===== src/rtl/bfp16_pkg.sv =====
// Shared BFP16 PE-port definitions: operand width, zero operand, ctrl encodings
// and the weight-stationary feeder state type.
package bfp16_pkg;

    localparam int unsigned DATA_TYPE_DEFAULT = 16;
    localparam logic [15:0] BFP16_ZERO        = 16'h0000;

    localparam logic CTRL_LOAD_W = 1'b0;
    localparam logic CTRL_PSUM   = 1'b1;

    typedef enum logic [1:0] {
        ST_IDLE   = 2'd0,
        ST_LOAD   = 2'd1,
        ST_STREAM = 2'd2,
        ST_DONE   = 2'd3
    } feeder_state_t;

endpackage


===== src/rtl/bfp16_ws_feeder_if.sv =====
// Weight stream, ifmap/psum stream and PE drive port of the weight-stationary feeder.
interface bfp16_ws_feeder_if
    import bfp16_pkg::*;
#(
    parameter int unsigned DATA_TYPE = DATA_TYPE_DEFAULT
) ();

    logic                 w_valid;
    logic                 w_ready;
    logic [DATA_TYPE-1:0] w_data;

    logic                 x_valid;
    logic                 x_ready;
    logic [DATA_TYPE-1:0] x_ifmap;
    logic [DATA_TYPE-1:0] x_psum;

    logic                 pe_ctrl;
    logic [DATA_TYPE-1:0] pe_in;
    logic [DATA_TYPE-1:0] pe_ifmap;
    logic                 pe_vld;

    // Environment side: sources the operand streams, observes the PE drive.
    modport master (
        output w_valid, w_data, x_valid, x_ifmap, x_psum,
        input  w_ready, x_ready, pe_ctrl, pe_in, pe_ifmap, pe_vld
    );

    // Feeder side: sinks the operand streams, drives the PE.
    modport slave (
        input  w_valid, w_data, x_valid, x_ifmap, x_psum,
        output w_ready, x_ready, pe_ctrl, pe_in, pe_ifmap, pe_vld
    );

endinterface


===== src/rtl/bfp16_ws_feeder.sv =====
// Sequences a weight load phase then an ifmap/psum compute phase into the head
// of a BFP16 weight-stationary PE chain, inserting safe bubbles on stalls.
module bfp16_ws_feeder
    import bfp16_pkg::*;
#(
    parameter int unsigned DATA_TYPE = DATA_TYPE_DEFAULT,
    parameter int unsigned NUM_W     = 4,
    parameter int unsigned MAX_LEN   = 256,
    localparam int unsigned LEN_W    = $clog2(MAX_LEN + 1)
) (
    input  logic             clk,
    input  logic             rst_n,
    input  logic             start,
    input  logic [LEN_W-1:0] len,
    input  logic             flush,
    bfp16_ws_feeder_if.slave bus,
    output logic             busy,
    output logic             done
);

    localparam logic [DATA_TYPE-1:0] ZERO_OP = DATA_TYPE'(BFP16_ZERO);
    localparam logic [LEN_W-1:0]     LEN_MAX = LEN_W'(MAX_LEN);
    localparam logic [LEN_W-1:0]     W_LAST  = LEN_W'(NUM_W - 1);

    feeder_state_t        state, state_d;
    logic [LEN_W-1:0]     cnt, cnt_d;
    logic [LEN_W-1:0]     len_q, len_d;
    logic                 pe_ctrl_d, pe_vld_d;
    logic [DATA_TYPE-1:0] pe_in_d, pe_ifmap_d;
    logic                 w_hs, x_hs;

    // Readies depend on state only, so they never combinationally follow valid.
    assign bus.w_ready = (state == ST_LOAD);
    assign bus.x_ready = (state == ST_STREAM);
    assign w_hs        = bus.w_valid & bus.w_ready;
    assign x_hs        = bus.x_valid & bus.x_ready;

    always_ff @(posedge clk or negedge rst_n) begin
        if (!rst_n) begin
            state <= ST_IDLE;
            cnt   <= '0;
            len_q <= '0;
        end else begin
            state <= state_d;
            cnt   <= cnt_d;
            len_q <= len_d;
        end
    end

    always_comb begin
        state_d    = state;
        cnt_d      = cnt;
        len_d      = len_q;
        pe_ctrl_d  = CTRL_PSUM;
        pe_in_d    = ZERO_OP;
        pe_ifmap_d = ZERO_OP;
        pe_vld_d   = 1'b0;

        if (flush) begin
            state_d = ST_IDLE;
            cnt_d   = '0;
        end else begin
            case (state)
                ST_IDLE: begin
                    if (start) begin
                        len_d   = (len > LEN_MAX) ? LEN_MAX : len;
                        cnt_d   = '0;
                        state_d = ST_LOAD;
                    end
                end
                ST_LOAD: begin
                    if (w_hs) begin
                        pe_ctrl_d = CTRL_LOAD_W;
                        pe_in_d   = bus.w_data;
                        pe_vld_d  = 1'b1;
                        if (cnt == W_LAST) begin
                            cnt_d   = '0;
                            state_d = (len_q == '0) ? ST_DONE : ST_STREAM;
                        end else begin
                            cnt_d = cnt + LEN_W'(1);
                        end
                    end
                end
                ST_STREAM: begin
                    if (x_hs) begin
                        pe_ctrl_d  = CTRL_PSUM;
                        pe_in_d    = bus.x_psum;
                        pe_ifmap_d = bus.x_ifmap;
                        pe_vld_d   = 1'b1;
                        if (cnt == len_q - LEN_W'(1)) begin
                            cnt_d   = '0;
                            state_d = ST_DONE;
                        end else begin
                            cnt_d = cnt + LEN_W'(1);
                        end
                    end
                end
                ST_DONE: begin
                    state_d = ST_IDLE;
                end
                default: begin
                    state_d = ST_IDLE;
                    cnt_d   = '0;
                end
            endcase
        end
    end

    // Registered PE drive and status; done/busy track the state being entered.
    always_ff @(posedge clk or negedge rst_n) begin
        if (!rst_n) begin
            bus.pe_ctrl  <= CTRL_PSUM;
            bus.pe_in    <= ZERO_OP;
            bus.pe_ifmap <= ZERO_OP;
            bus.pe_vld   <= 1'b0;
            busy         <= 1'b0;
            done         <= 1'b0;
        end else begin
            bus.pe_ctrl  <= pe_ctrl_d;
            bus.pe_in    <= pe_in_d;
            bus.pe_ifmap <= pe_ifmap_d;
            bus.pe_vld   <= pe_vld_d;
            busy         <= (state_d != ST_IDLE);
            done         <= (state_d == ST_DONE);
        end
    end

endmodule


===== src/flat_wrapper.sv =====
// flat-port wrapper written by rule: the top's interface ports become plain ports
module bfp16_ws_feeder_flat import bfp16_pkg::*;
#(
    parameter int unsigned DATA_TYPE = DATA_TYPE_DEFAULT,
    parameter int unsigned NUM_W     = 4,
    parameter int unsigned MAX_LEN   = 256,
    localparam int unsigned LEN_W    = $clog2(MAX_LEN + 1)
)
  (clk, rst_n, start, len, flush, busy, done, bus_w_valid, bus_w_data, bus_x_valid, bus_x_ifmap, bus_x_psum, bus_w_ready, bus_x_ready, bus_pe_ctrl, bus_pe_in, bus_pe_ifmap, bus_pe_vld);
  bfp16_ws_feeder_if #(.DATA_TYPE(DATA_TYPE)) bus_i ();
  input  logic clk;
  input  logic rst_n;
  input  logic start;
  input  logic [LEN_W-1:0] len;
  input  logic flush;
  output logic busy;
  output logic done;
  input wire logic [$bits(bus_i.w_valid)-1:0] bus_w_valid;
  input wire logic [$bits(bus_i.w_data)-1:0] bus_w_data;
  input wire logic [$bits(bus_i.x_valid)-1:0] bus_x_valid;
  input wire logic [$bits(bus_i.x_ifmap)-1:0] bus_x_ifmap;
  input wire logic [$bits(bus_i.x_psum)-1:0] bus_x_psum;
  output wire logic [$bits(bus_i.w_ready)-1:0] bus_w_ready;
  output wire logic [$bits(bus_i.x_ready)-1:0] bus_x_ready;
  output wire logic [$bits(bus_i.pe_ctrl)-1:0] bus_pe_ctrl;
  output wire logic [$bits(bus_i.pe_in)-1:0] bus_pe_in;
  output wire logic [$bits(bus_i.pe_ifmap)-1:0] bus_pe_ifmap;
  output wire logic [$bits(bus_i.pe_vld)-1:0] bus_pe_vld;
  assign bus_i.w_valid = bus_w_valid;
  assign bus_i.w_data = bus_w_data;
  assign bus_i.x_valid = bus_x_valid;
  assign bus_i.x_ifmap = bus_x_ifmap;
  assign bus_i.x_psum = bus_x_psum;
  assign bus_w_ready = bus_i.w_ready;
  assign bus_x_ready = bus_i.x_ready;
  assign bus_pe_ctrl = bus_i.pe_ctrl;
  assign bus_pe_in = bus_i.pe_in;
  assign bus_pe_ifmap = bus_i.pe_ifmap;
  assign bus_pe_vld = bus_i.pe_vld;
  bfp16_ws_feeder #(.DATA_TYPE(DATA_TYPE), .NUM_W(NUM_W), .MAX_LEN(MAX_LEN)) u_core (.clk(clk), .rst_n(rst_n), .start(start), .len(len), .flush(flush), .bus(bus_i), .busy(busy), .done(done));
endmodule

===== config.mk =====
export PLATFORM = sky130hd
export DESIGN_NAME = bfp16_ws_feeder_flat
export DESIGN_NICKNAME = d
export VERILOG_FILES = /design/src/rtl/bfp16_pkg.sv /design/src/rtl/bfp16_ws_feeder_if.sv /design/src/rtl/bfp16_ws_feeder.sv /design/src/flat_wrapper.sv
export SDC_FILE = /design/constraint.sdc
export NUM_CORES = 1
export LEC_CHECK = 0
export ABC_CLOCK_PERIOD_IN_PS = 3900
export BUFFER_PORTS_ARGS = -buffer_cell sky130_fd_sc_hd__buf_2
export CAP_MARGIN = 0
export CORE_ASPECT_RATIO = 1.4
export CORE_MARGIN = 2
export CORE_UTILIZATION = 53
export DETAILED_ROUTE_END_ITERATION = 16
export PLACE_DENSITY = 0.87
export SLEW_MARGIN = 0
export SYNTH_ARGS = -nofsm -noshare
export SYNTH_HDL_FRONTEND = slang
export SYNTH_SLANG_ARGS = --single-unit
export TNS_END_PERCENT = 10

===== constraint.sdc =====
create_clock -name clk -period 3.9 [get_ports clk]
set_clock_uncertainty 0.2 [all_clocks]
set_input_delay 0.78 -clock clk [delete_from_list [all_inputs] [get_ports clk]]
set_output_delay 0.78 -clock clk [all_outputs]
set_load 0.01 [all_outputs]

-- Word level (Yosys, flattened, before mapping)
Cells that the tools add are included.
- add/subtract/negate cells: 2
- $mul: 0
- divide/modulo/power cells: 0
- $lt $le $gt $ge: 1
- equal/unequal tests: 9
- shifts and indexed selects: 0
- muxes and demuxes: 30
- bitwise logic cells: 3
- reduce and logical (&&, ||, !) cells: 6
- operators by type and width (kind ; number):
    16-bit two-way mux ; 6
    9-bit two-way mux ; 7
    16-bit case mux with 2 select lines ; 1
    9-bit case mux with 3 select lines ; 1
    2-bit two-way mux ; 6
    9-bit by 1-bit adder with 9-bit output, second input constant ; 1
    9-bit by 2-bit == test with 1-bit output, second input constant ; 1
    9-bit == test ; 1
    9-bit greater-than comparator, second input constant ; 1
    9-bit zero test ; 1
    3-bit != test, second input constant ; 3
    9-bit by 1-bit subtractor with 9-bit output, second input constant ; 1
    2-bit case mux with 4 select lines ; 1
    1-bit two-way mux ; 7
    2-bit == test, second input constant ; 3
    4-bit AND reduction ; 1
    4-bit nonzero test ; 1
    3-bit AND reduction ; 1
    1-bit bitwise AND ; 2
    2-bit by 1-bit == test with 1-bit output, second input constant ; 1
    2-bit zero test ; 1
    1-bit case mux with 2 select lines ; 1
    2-bit nonzero test ; 1
    1-bit NOT ; 1
- register bits after elaboration: 56
- bits in latches: 0
- memory bits (writable): 0
- ROM bits: 0
- input bits: 63
- output and inout bits: 38
- memories: 0

-- Depth between registers and ports, before layout
Gate-level depths: netlist of the first run.
- depth in word-level cells: 7
- gate-level depth with buffers: 10
- mapped depth without buffers: 9

-- Worst setup path after synthesis of the first run
Ideal clock, no wire load.
- path kind: in2reg
- start: in bus_x_valid
- end: reg u_core.cnt[2]
- setup time: 64 ps
- arrival time: 2257 ps
- data required time: 3636 ps
- path slack: 1379 ps
- stages on the path: 8
- path buffers: 1
- path through: inv_1 a222oi_1 nor2b_1 o21ai_0 a31o_2 buf_6 nor3b_1 a21o_1
- longest elaborated chain between the ends: 3
- ends and longest elaborated chain (element ; line ; source):
    start: declaration ; flat_wrapper.sv:20 ; input wire logic [$bits(bus_i.x_valid)-1:0] bus_x_valid;
    1-bit bitwise AND ; bfp16_ws_feeder.sv:36 ; assign x_hs = bus.x_valid & bus.x_ready;
    3-bit != test (no source line) ; - ;
    4-bit AND reduction (no source line) ; - ;
    end signal: assignment ; bfp16_ws_feeder.sv:45 ; cnt <= cnt_d;
    end: declaration ; bfp16_ws_feeder.sv:26 ; logic [LEN_W-1:0] cnt, cnt_d;
Every way passes these cells.
A chain may end at the register's enable or synchronous reset.

-- Worst setup path after layout of the first run
- start: reg u_core.state[0]
- end: reg u_core.cnt[5]
- longest elaborated chain between the ends: 4
- elaborated cells between the ends (all ways): 12
- ends and longest elaborated chain (element ; line ; source):
    start: declaration ; bfp16_ws_feeder.sv:25 ; feeder_state_t state, state_d;
    start signal: assignment ; bfp16_ws_feeder.sv:44 ; state <= state_d;
    2-bit by 1-bit == test with 1-bit output / 2-bit == test (equally long branches) ; bfp16_ws_feeder.sv:33, bfp16_ws_feeder.sv:63, bfp16_ws_feeder.sv:34 ;
    1-bit bitwise AND, on equally long branches ; bfp16_ws_feeder.sv:35, bfp16_ws_feeder.sv:36 ;
    3-bit != test (no source line) ; - ;
    4-bit AND reduction (no source line) ; - ;
Several ways; a longest one is shown, not always the timed one.

==> results of run 1 <==
[registers in the layout, indices dropped and copies added (netlist names)]
name and cells:
u_core.bus.pe_in 16, u_core.bus.pe_ifmap 16, u_core.state 2, u_core.bus.pe_ctrl 1
u_core.busy 1, u_core.len_q 9, u_core.cnt 9, u_core.bus.pe_vld 1
u_core.done 1
[routing by layer]
layer / share of wire, % / track usage [%] / vias up
met4: 1.7 / 8.89 / 0
met2: 55 / 41.1 / 57
met3: 5.8 / 5.91 / 6
met1: 37 / 23.1 / 1062
met5: 0 / 0 / -
li1: - / - / 1104
[cells in the final DEF, fill, tap and decap left out, drive strengths merged, types with 2 or more instances in the layout]
master | netlist | layout
a22oi | 18 | 18
nor4 | 4 | 4
a21oi | 5 | 5
xnor2 | 8 | 8
and3 | 2 | 2
o21ai | 17 | 17
nand2b | 13 | 13
nor2 | 27 | 27
o22ai | 5 | 5
nand3 | 7 | 7
a21o | 5 | 5
nor3 | 8 | 8
nand4 | 2 | 2
buf | 1 | 101
nor3b | 4 | 4
xor2 | 6 | 6
ha | 6 | 6
clkbuf | 11 | 5
nor2b | 2 | 2
and2 | 19 | 19
dfrtp | 55 | 55
inv | 9 | 10
nand2 | 18 | 18
[how the worst max path moves through the flow]
stage | startpoint | to | slack [ns] | depth (start not counted)
after floorplan | bus_x_valid | u_core.cnt[2]$_DFFE_PN0P_ | 1.38 | 8
after global placement | bus_x_valid | u_core.cnt[5]$_DFFE_PN0P_ | 1.11 | 8
after detailed placement | bus_x_valid | u_core.cnt[5]$_DFFE_PN0P_ | 1.06 | 8
after CTS | u_core.state[0]$_DFF_PN0_ | u_core.cnt[5]$_DFFE_PN0P_ | 1.13 | 9
after global routing | u_core.state[0]$_DFF_PN0_ | u_core.cnt[5]$_DFFE_PN0P_ | 0.80 | 9
final | u_core.state[0]$_DFF_PN0_ | u_core.cnt[5]$_DFFE_PN0P_ | 1.10 | 9
[cell families after synthesis]
group,Yosys count,synth area share [%]
XOR/XNOR,14,4.62
multiplexers,1,0.424
flip-flops,56,52.9
buffers and inverters,21,3.25
adder cells (fa/ha/maj),6,2.83
AO/OA/AOI/OAI,56,14.0
AND/OR/NAND/NOR,111,22.0
[power groups by stage]
stage,logic [W],clock network (W),registers (W)
6_report,0.000214,0.000307,0.000626
5_1_grt,0.000242,0.000340,0.000630
4_1_cts,0.000215,0.000312,0.000626
3_5_place_dp,0.000214,0,0.000638
3_3_place_gp,0.000205,0,0.000636
2_1_floorplan,0.000141,0,0.000632
[cell type report]
| cell class | instances | area [um^2] |
|---|---|---|
| sequential | 56 | 1400 |
| multi-input combinational | 188 | 1160 |
| clock buffer | 5 | 68.8 |
| inverter | 9 | 33.8 |
| timing repair buffer | 101 | 508 |
| tap | 64 | 80.1 |
| clock inverter | 2 | 16.3 |
| fill | 396 | 1570 |
[tightest hold or removal path, stage by stage (launching register included)]
cell     delay (ns)
dfrtp_1        0.42
nand2_1        0.06
o21ai_0        0.07
[through the flow]
| stage | hold slack (ns) | instances | utilization (%) | power [W] |
|---|---|---|---|---|
| 2_1_floorplan | 0.284 | 265 | - | 0.000774 |
| 3_3_place_gp | 0.340 | 418 | 65.9 | 0.000841 |
| 3_5_place_dp | 0.359 | 418 | 65.9 | 0.000852 |
| 4_1_cts | 0.381 | 425 | 67.6 | 0.00115 |
| 5_1_grt | 0.406 | 425 | 67.6 | 0.00121 |
| 6_report | 0.379 | 425 | 67.6 | 0.00115 |
==> flow_summary.json, run 1 <==
{
  "hold-path-cell-count": 2,
  "grt_pass1_vias": 2208,
  "grt.overflow.total": 0,
  "startpoint_type": "flop",
  "initial_core_util_pct": 54.8,
  "synth_ff_type": "dfrtp_1",
  "netlist_area_um2": 2650,
  "period_share_pct": 71.9,
  "htree_num_levels": 2,
  "ff2ff_setup_slack_ns": 1.10,
  "synth-edff-count": 0,
  "syn_to_final_growth_pct": 23.4,
  "hp-class": "flop to flop",
  "synth_cell_type_count": 40,
  "viasPerCell": 5.24,
  "slowest_stage": "a222oi_1",
  "firstDrtPassIters": 4,
  "grt_pass1_wl_mm": 9.52,
  "status": "completed",
  "critPathMaxStageDelay_ns": 0.61,
  "yosys_warnings": 0,
  "final_antenna_net_count": 0,
  "hold_buffers": 0,
  "grt_usage_pct": 21.9,
  "timing.fmax_ghz": 0.357,
  "dpl_cell_area_um2": 3190,
  "power_density_nw_per_um2": 350,
  "post_cts_buffers": 0,
  "synth_area_leaders": "dfrtp_1 52%, a22oi_1 4.8%, and2_1 4.5%, nor2_1 3.7%, nand2b_1 3.1%",
  "netSwitchingFraction_pct": 28.1,
  "ys_ff_latch": 56,
  "yosysMostFrequentCell": "dfrtp_1",
  "rows": 30,
  "yosysTopAreaCellShare_pct": 51.9,
  "pwr-share-seq_pct": 54.6,
  "setup_ws_ns": 1.10,
  "vdd_drop_max_mv": 0.285,
  "stdcell_area_um2": 3270,
  "holdCritStartpoint": "u_core.len_q[6]$_DFFE_PN0P_",
  "antenna_found_initial": 0,
  "clk_pin_slew_ns": 0.09,
  "endpoint_kind": "flop",
  "post_cts_resized": 0,
  "max_slew_margin_pct": 37.5,
  "worstReg2RegStart": "u_core.state[0]$_DFF_PN0_",
  "cts_tree": "yes",
  "num_vias": 2229,
  "pwr-share-clk_pct": 26.8,
  "cts_made_buffers": 5,
  "worst_pin_slew_ns": 0.937,
  "p_sw_w": 0.000323,
  "netlist_instances": 265,
  "crit_buf_inv": 1,
  "core_area_um2": 4840,
  "power_frac_comb_pct": 18.6,
  "async_flop_share_pct": 100,
  "syn_avg_cell_area_um2": 10.0,
  "clock_latency_ns": 0.31,
  "route.detailed.drc": 0,
  "finalSetupViolations": 0,
  "max_cap_viol_count": 0,
  "io_buffers": 100,
  "crit_family": "compound AO/OA/AOI/OAI gates",
  "pin_count": 101,
  "wl_per_cell_um": 13.6,
  "die_h_um": 87.7,
  "diodes": 0,
  "routed_wl_mm": 5.78,
  "crit_arrival_ns": 2.86,
  "p_int_w": 0.000824,
  "cts_root_buffer": "clkbuf_8",
  "dpl.hpwl_mm": 4.37,
  "post-place-ws_ns": 1.06,
  "reg2reg_to": "u_core.cnt[5]$_DFFE_PN0P_",
  "fin_setup_tns_ns": 0,
  "path_class": "flop to flop",
  "path_cells": "inv_1, ha_1, nand2b_1, a222oi_1, nor2b_1, o21ai_0, a31o_2, nor4_1, a21o_1",
  "rsz0062_at_grt": "no",
  "synth_top_cell_by_area": "dfrtp_1",
  "cp_data_required_time_ns": 3.95,
  "p_leak_nw": 1.70,
  "layout.nets": 430,
  "drv_slew": 0,
  "synthTopCellsByCount": "55 x dfrtp_1, 26 x nor2_1, 19 x and2_1, 18 x nand2_1, 17 x a22oi_1",
  "cts.sinks": 56,
  "drtIter0Drc": 71,
  "die_x_um": 63.8,
  "syn_nets": 334,
  "fin_crit_ns": 2.80,
  "gp_congestion": 0.840,
  "finalHoldViolCount": 0,
  "grt_max_degree": 46,
  "clockBufferDepth": 2,
  "min_to": "u_core.len_q[6]$_DFFE_PN0P_",
  "crit_fanout": 13,
  "die_area_um2": 5600,
  "drive_above_1_share_pct": 32.1,
  "r2r_cells": 9,
  "ys_seq_area_share_pct": 52.9
}
(Power assumes the default switching activity.)
==> inputs of run 2 (changes only) <==
Settings changed: ABC_AREA set to 1, ABC_CLOCK_PERIOD_IN_PS 3900 to 2800, CORE_UTILIZATION 53 to 50, PLACE_DENSITY 0.87 to 0.82.
Clock period 3.9 ns to 2.8 ns, I/O delays scaled along.
==> run 2 against run 1 <==
Compared with the run above: die area up 11%; worst setup slack worse by 0.61 ns; routed wire length up 13%; hold slack worse by 0.31 ns; critical path depth down 3; synthesized area up 5.4%; core utilization down 3.5 points; combinational power rose to 5.8 times the previous value; count of clock-buffer cells in the layout unchanged; largest power group is now combinational cells.
==> flow_summary.json, run 2 <==
{
  "status": "completed",
  "pwr-share-clk_pct": 19.3,
  "synth_top_cell_by_area": "dfrtp_1",
  "layout.nets": 526,
  "synth_ff_type": "dfrtp_1",
  "wl_per_cell_um": 12.4,
  "io_buffers": 100,
  "reg2reg_to": "u_core.bus.pe_ifmap[15]$_DFF_PN0_",
  "syn_nets": 422,
  "route.detailed.drc": 0,
  "r2r_cells": 6,
  "holdWs_ns": 0.0733,
  "crit_arrival_ns": 2.31,
  "drv_slew": 0,
  "rows": 32,
  "final_antenna_net_count": 0,
  "fin_crit_ns": 2.31,
  "grt_max_degree": 32,
  "yosys_warnings": 0,
  "cts_made_buffers": 5,
  "synthTopCellsByCount": "117 x nand2_1, 55 x dfrtp_1, 39 x nor2_1, 33 x inv_1, 21 x a21oi_1",
  "netlist_area_um2": 2800,
  "htree_num_levels": 2,
  "grt.overflow.total": 0,
  "post_cts_resized": 0,
  "pwr-share-seq_pct": 36.7,
  "die_area_um2": 6220,
  "finalHoldViolCount": 0,
  "p_sw_w": 0.00117,
  "worst_pin_slew_ns": 0.703,
  "mostFrequentLayoutCell": "nand2_1",
  "drtIter0Drc": 71,
  "period_share_pct": 82.6,
  "initial_core_util_pct": 51.4,
  "netSwitchingFraction_pct": 41.7,
  "n_fill_cell": 469,
  "yosysMostFrequentCell": "nand2_1",
  "rsz0062_at_grt": "no",
  "multi_input_area_um2": 1180,
  "p_int_w": 0.00164,
  "worstReg2RegStart": "u_core.state[0]$_DFF_PN0_",
  "max_slew_margin_pct": 53.1,
  "clockBufferDepth": 2,
  "register_area_um2": 1400,
  "startpoint_type": "flop",
  "layout_common_cells": "117 x nand2_1, 100 x buf_2, 55 x dfrtp_1",
  "ys_ff_latch": 56,
  "diodes": 0,
  "crit_path_start": "u_core.state[0]$_DFF_PN0_",
  "hold_buffers": 0,
  "cts.sinks": 56,
  "finalSetupViolations": 0,
  "power_frac_comb_pct": 44.0,
  "core_area_um2": 5450,
  "ys_seq_area_share_pct": 50.2,
  "die_h_um": 92.5,
  "firstDrtPassIters": 4,
  "synth-edff-count": 0,
  "grt_usage_pct": 23.6,
  "async_flop_share_pct": 100,
  "dpl.hpwl_mm": 5.00,
  "routed_wl_mm": 6.53,
  "fin_setup_tns_ns": 0,
  "path_class": "flop to flop",
  "clk_pin_slew_ns": 0.11,
  "grt_pass1_vias": 2610,
  "num_vias": 2554,
  "post_cts_buffers": 0,
  "pin_count": 101,
  "p_total_w": 0.00281,
  "syn_avg_cell_area_um2": 7.92,
  "cts_root_buffer": "clkbuf_8",
  "reg_top3": "u_core.bus.pe_ifmap (16), u_core.bus.pe_in (16)",
  "die_x_um": 67.2,
  "synth_cell_type_count": 33,
  "stdcell_area_um2": 3490,
  "drive_above_1_share_pct": 29.9,
  "clock_latency_ns": 0.32,
  "viasPerCell": 4.86,
  "max_cap_viol_count": 0,
  "cp_data_required_time_ns": 2.79,
  "ff2ff_setup_slack_ns": 0.49,
  "antenna_found_initial": 0,
  "endpoint": "u_core.bus.pe_ifmap[15]$_DFF_PN0_",
  "hp-class": "primary input to async pin",
  "cts_tree": "yes",
  "timing.fmax_ghz": 0.432,
  "synth_area_leaders": "dfrtp_1 49%, nand2_1 16%, nor2_1 5.2%, inv_1 4.4%, a21oi_1 3.8%",
  "syn_to_final_growth_pct": 24.9,
  "netlist_instances": 353,
  "yosysTopAreaCellShare_pct": 49.2,
  "fin_util_pct": 64.2,
  "p_leak_nw": 1.95,
  "crit_fanout": 18,
  "dpl_cell_area_um2": 3380,
  "gp_congestion": 0.856,
  "power_density_nw_per_um2": 804,
  "vdd_drop_max_mv": 0.530,
  "endpoint_kind": "flop",
  "grt_pass1_wl_mm": 11.3
}
## run 2: worst min path at each step
stage,to,cells past startpoint,from,slack (ns)
floorplan,u_core.bus.pe_ifmap[0]$_DFF_PN0_,0,rst_n,0.06
global placement,u_core.cnt[3]$_DFFE_PN0P_,2,u_core.cnt[3]$_DFFE_PN0P_,0.35
detailed placement,u_core.cnt[8]$_DFFE_PN0P_,2,u_core.cnt[8]$_DFFE_PN0P_,0.36
CTS,u_core.bus.pe_ifmap[12]$_DFF_PN0_,1,rst_n,0.10
global route,u_core.bus.pe_ifmap[14]$_DFF_PN0_,1,rst_n,0.13
finish,u_core.bus.pe_ifmap[0]$_DFF_PN0_,1,rst_n,0.07
## run 2: layer usage
layer  global-route usage (%)  up-vias  wire length [um]
li1                         -     1300                 -
met1                     28.2     1157              2550
met2                     39.6       81              3370
met3                     5.95       16               414
met4                     9.69        0               187
met5                        0        -                 0
## run 2: logic make-up after synthesis
logic type	synth area share, %
adder cells (fa/ha/maj)	2.68
XOR/XNOR	2.51
AND/OR/NAND/NOR	29.1
flip-flops	50.2
AO/OA/AOI/OAI	8.05
buffers and inverters	7.52
## run 2: cell type report
class / count / area share [%]
well taps: 68 / 2.44
flip-flops and latches: 56 / 40.2
clock buffers: 5 / 1.97
multi-input cells: 242 / 33.9
clock inverters: 3 / 1.33
inverters: 49 / 5.27
repair buffers: 103 / 15.0
## run 2: power groups by stage
stage / sequential, W / clock, W / combinational [W]
after detailed placement: 0.00105 / 0 / 0.00123
after global placement: 0.00104 / 0 / 0.00119
after CTS: 0.00103 / 0.000545 / 0.00124
after floorplan: 0.00105 / 0 / 0.000895
final: 0.00103 / 0.000542 / 0.00124
after global routing: 0.00104 / 0.000578 / 0.00142
## run 2: through the flow
stage / std cells / setup slack [ns]
2_1_floorplan: 353 / 1.02
3_3_place_gp: 518 / 0.644
3_5_place_dp: 518 / 0.506
4_1_cts: 526 / 0.492
5_1_grt: 526 / 0.247
6_report: 526 / 0.486
## run 2: critical path: stages, from the launching register on
cell and delay [ns]:
dfrtp_1 0.40, inv_1 0.10, ha_1 0.28, nand2_1 0.11, clkinv_1 0.40, nand2_1 0.59, nor2_1 0.10
==> inputs of run 3 (changes only) <==
Settings changed: ABC_AREA 1 to 0, ABC_CLOCK_PERIOD_IN_PS 2800 to 2100, CORE_UTILIZATION 50 to 44, PLACE_DENSITY 0.82 to 0.78.
Clock period 2.8 ns to 2.1 ns, I/O delays scaled along.
==> run 3 against run 2 <==
Compared with the run above: worst setup slack got worse by 0.81 ns; the run now ends with setup timing left; routed wire length rose by 1.7%; highest routed layer unchanged; design area rose by 5.7%; fmax fell by 4.7%.
==> flow_summary.json, run 3 (synthesis results as in run 1) <==
{
  "antenna_found_initial": 0,
  "vdd_drop_max_mv": 0.512,
  "max_cap_viol_count": 0,
  "clk_pin_slew_ns": 0.10,
  "clockBufferDepth": 2,
  "crit_arrival_ns": 2.46,
  "hp-class": "primary input to flop",
  "finalHoldViolCount": 0,
  "final_antenna_net_count": 0,
  "drtIter0Drc": 101,
  "layout_common_cells": "100 x buf_2, 55 x dfrtp_1, 36 x buf_4",
  "drive_above_1_share_pct": 42.6,
  "grt.overflow.total": 0,
  "grt_pass1_wl_mm": 11.0,
  "finalSetupViolations": 12,
  "stdcell_area_um2": 3690,
  "setup_ws_ns": -0.329,
  "critPathMaxStageDelay_ns": 0.51,
  "post-place-ws_ns": -0.382,
  "power_density_nw_per_um2": 654,
  "grt_pass1_vias": 2481,
  "gp_congestion": 0.843,
  "cts_made_buffers": 5,
  "wl_met2_mm": 3.75,
  "endpoint_kind": "flop",
  "die_x_um": 69.6,
  "path_cells": "buf_4, or4_4, nor3_1, o21ai_1, a22oi_2, nand4_1, a22o_1, nor3_1",
  "failed_checks": "setup timing",
  "timing.fmax_ghz": 0.412,
  "drv_slew": 0,
  "cts.sinks": 56,
  "status": "finished, violations left",
  "route.detailed.drc": 0,
  "cp_common_cell": "nor3_1",
  "dr_wl_met3_um": 345,
  "rsz0062_at_grt": "yes",
  "n_fill_cell": 493,
  "cp_data_required_time_ns": 2.13,
  "viasPerCell": 5.24,
  "crit_fanout": 4,
  "dpl.hpwl_mm": 5.03,
  "wl_met1_mm": 2.38,
  "max_slew_margin_pct": 69.4,
  "cts_tree": "yes",
  "grt_usage_pct": 20.4,
  "period_share_pct": 116,
  "register_area_um2": 1400,
  "diodes": 0,
  "post_cts_buffers": 0,
  "clock_latency_ns": 0.31,
  "crit_buf_inv": 1,
  "die_h_um": 95.9,
  "cts_root_buffer": "clkbuf_8",
  "io_buffers": 100,
  "multi_input_area_um2": 1260,
  "core_area_um2": 5860,
  "htree_num_levels": 2,
  "grt_max_degree": 57,
  "path_class": "flop to flop",
  "rows": 33,
  "mostFrequentLayoutCell": "buf_2",
  "p_total_w": 0.00242,
  "routed.top_layer": "met4",
  "dpl_cell_area_um2": 3520,
  "reg_top3": "u_core.bus.pe_ifmap (16), u_core.bus.pe_in (16)",
  "layout.nets": 467,
  "num_vias": 2456,
  "firstDrtPassIters": 4,
  "wl_per_cell_um": 14.2,
  "startpoint_type": "flop",
  "syn_to_final_growth_pct": 39.2,
  "initial_core_util_pct": 45.3,
  "fin_crit_ns": 2.43,
  "crit_family": "simple AND/OR/NAND/NOR gates",
  "p_leak_nw": 1.91,
  "slowest_stage": "or4_4",
  "routed_wl_mm": 6.64,
  "die_area_um2": 6680,
  "worst_pin_slew_ns": 0.459,
  "fin_util_pct": 63.0,
  "pin_count": 101
}
==> run 3: changes by cell type in the layout (fill, tap and decap cells not counted), sizes merged, moves of 17 or more <==
| cell | delta |
|---|---|
| a22oi | +17 |
| and2 | +19 |
| nand2 | -104 |
| inv | -36 |
| buf | +34 |
==> run 3: what timing repair did <==
item	CTS	global route
hold endpoints to repair	55	0
cloned	0	0
pin swaps	4	0
setup endpoints to repair	12	28
gates resized for setup	9	5
hold buffers	1	0
==> run 3: cell type report <==
class / instances / area share, %
clock buffer: 5 / 1.86
clock inverter: 3 / 1.15
inverter: 9 / 0.915
multi-input combinational: 188 / 34.0
sequential: 56 / 38.0
tap: 70 / 2.37
timing repair buffer: 138 / 21.7
==> run 3: power by group <==
group          switching, W  internal (W)
sequential        0.0000285       0.00111
clock              0.000346      0.000353
combinational      0.000287      0.000287
==> run 3: metal layers <==
layer,global-route usage (%),up-vias
li1,-,1182
met1,22.5,1165
met2,39.3,91
met3,4.29,18
met4,6.73,0
met5,0,-
==> run 3: path summary, 6_finish.rpt <==
| path | start | to | slack (ns) | depth (start not counted) |
|---|---|---|---|---|
| max | u_core.len_q[1]$_DFFE_PN0P_ | u_core.done$_DFF_PN0_ | -0.33 | 8 |
| min reg2reg | u_core.len_q[3]$_DFFE_PN0P_ | u_core.len_q[3]$_DFFE_PN0P_ | 0.39 | 2 |
| max in group asynchronous | rst_n | u_core.bus.pe_ctrl$_DFF_PN1_ | 0.99 | 3 |
| min in group asynchronous | rst_n | u_core.bus.pe_ifmap[12]$_DFF_PN0_ | 0.43 | 3 |
| max reg2reg | u_core.len_q[1]$_DFFE_PN0P_ | u_core.done$_DFF_PN0_ | -0.33 | 8 |
| min | bus_x_ifmap[5] | u_core.bus.pe_ifmap[5]$_DFF_PN0_ | 0.11 | 2 |
==> run 3: metrics by stage <==
stage	hold WS, ns	TNS [ns]	cells
4_1_cts	0.103	-2.87	469
2_1_floorplan	-0.0756	-2.20	265
3_5_place_dp	0.237	-3.39	460
6_report	0.109	-3.22	469
3_3_place_gp	0.236	-2.59	460
5_1_grt	0.103	-4.36	469
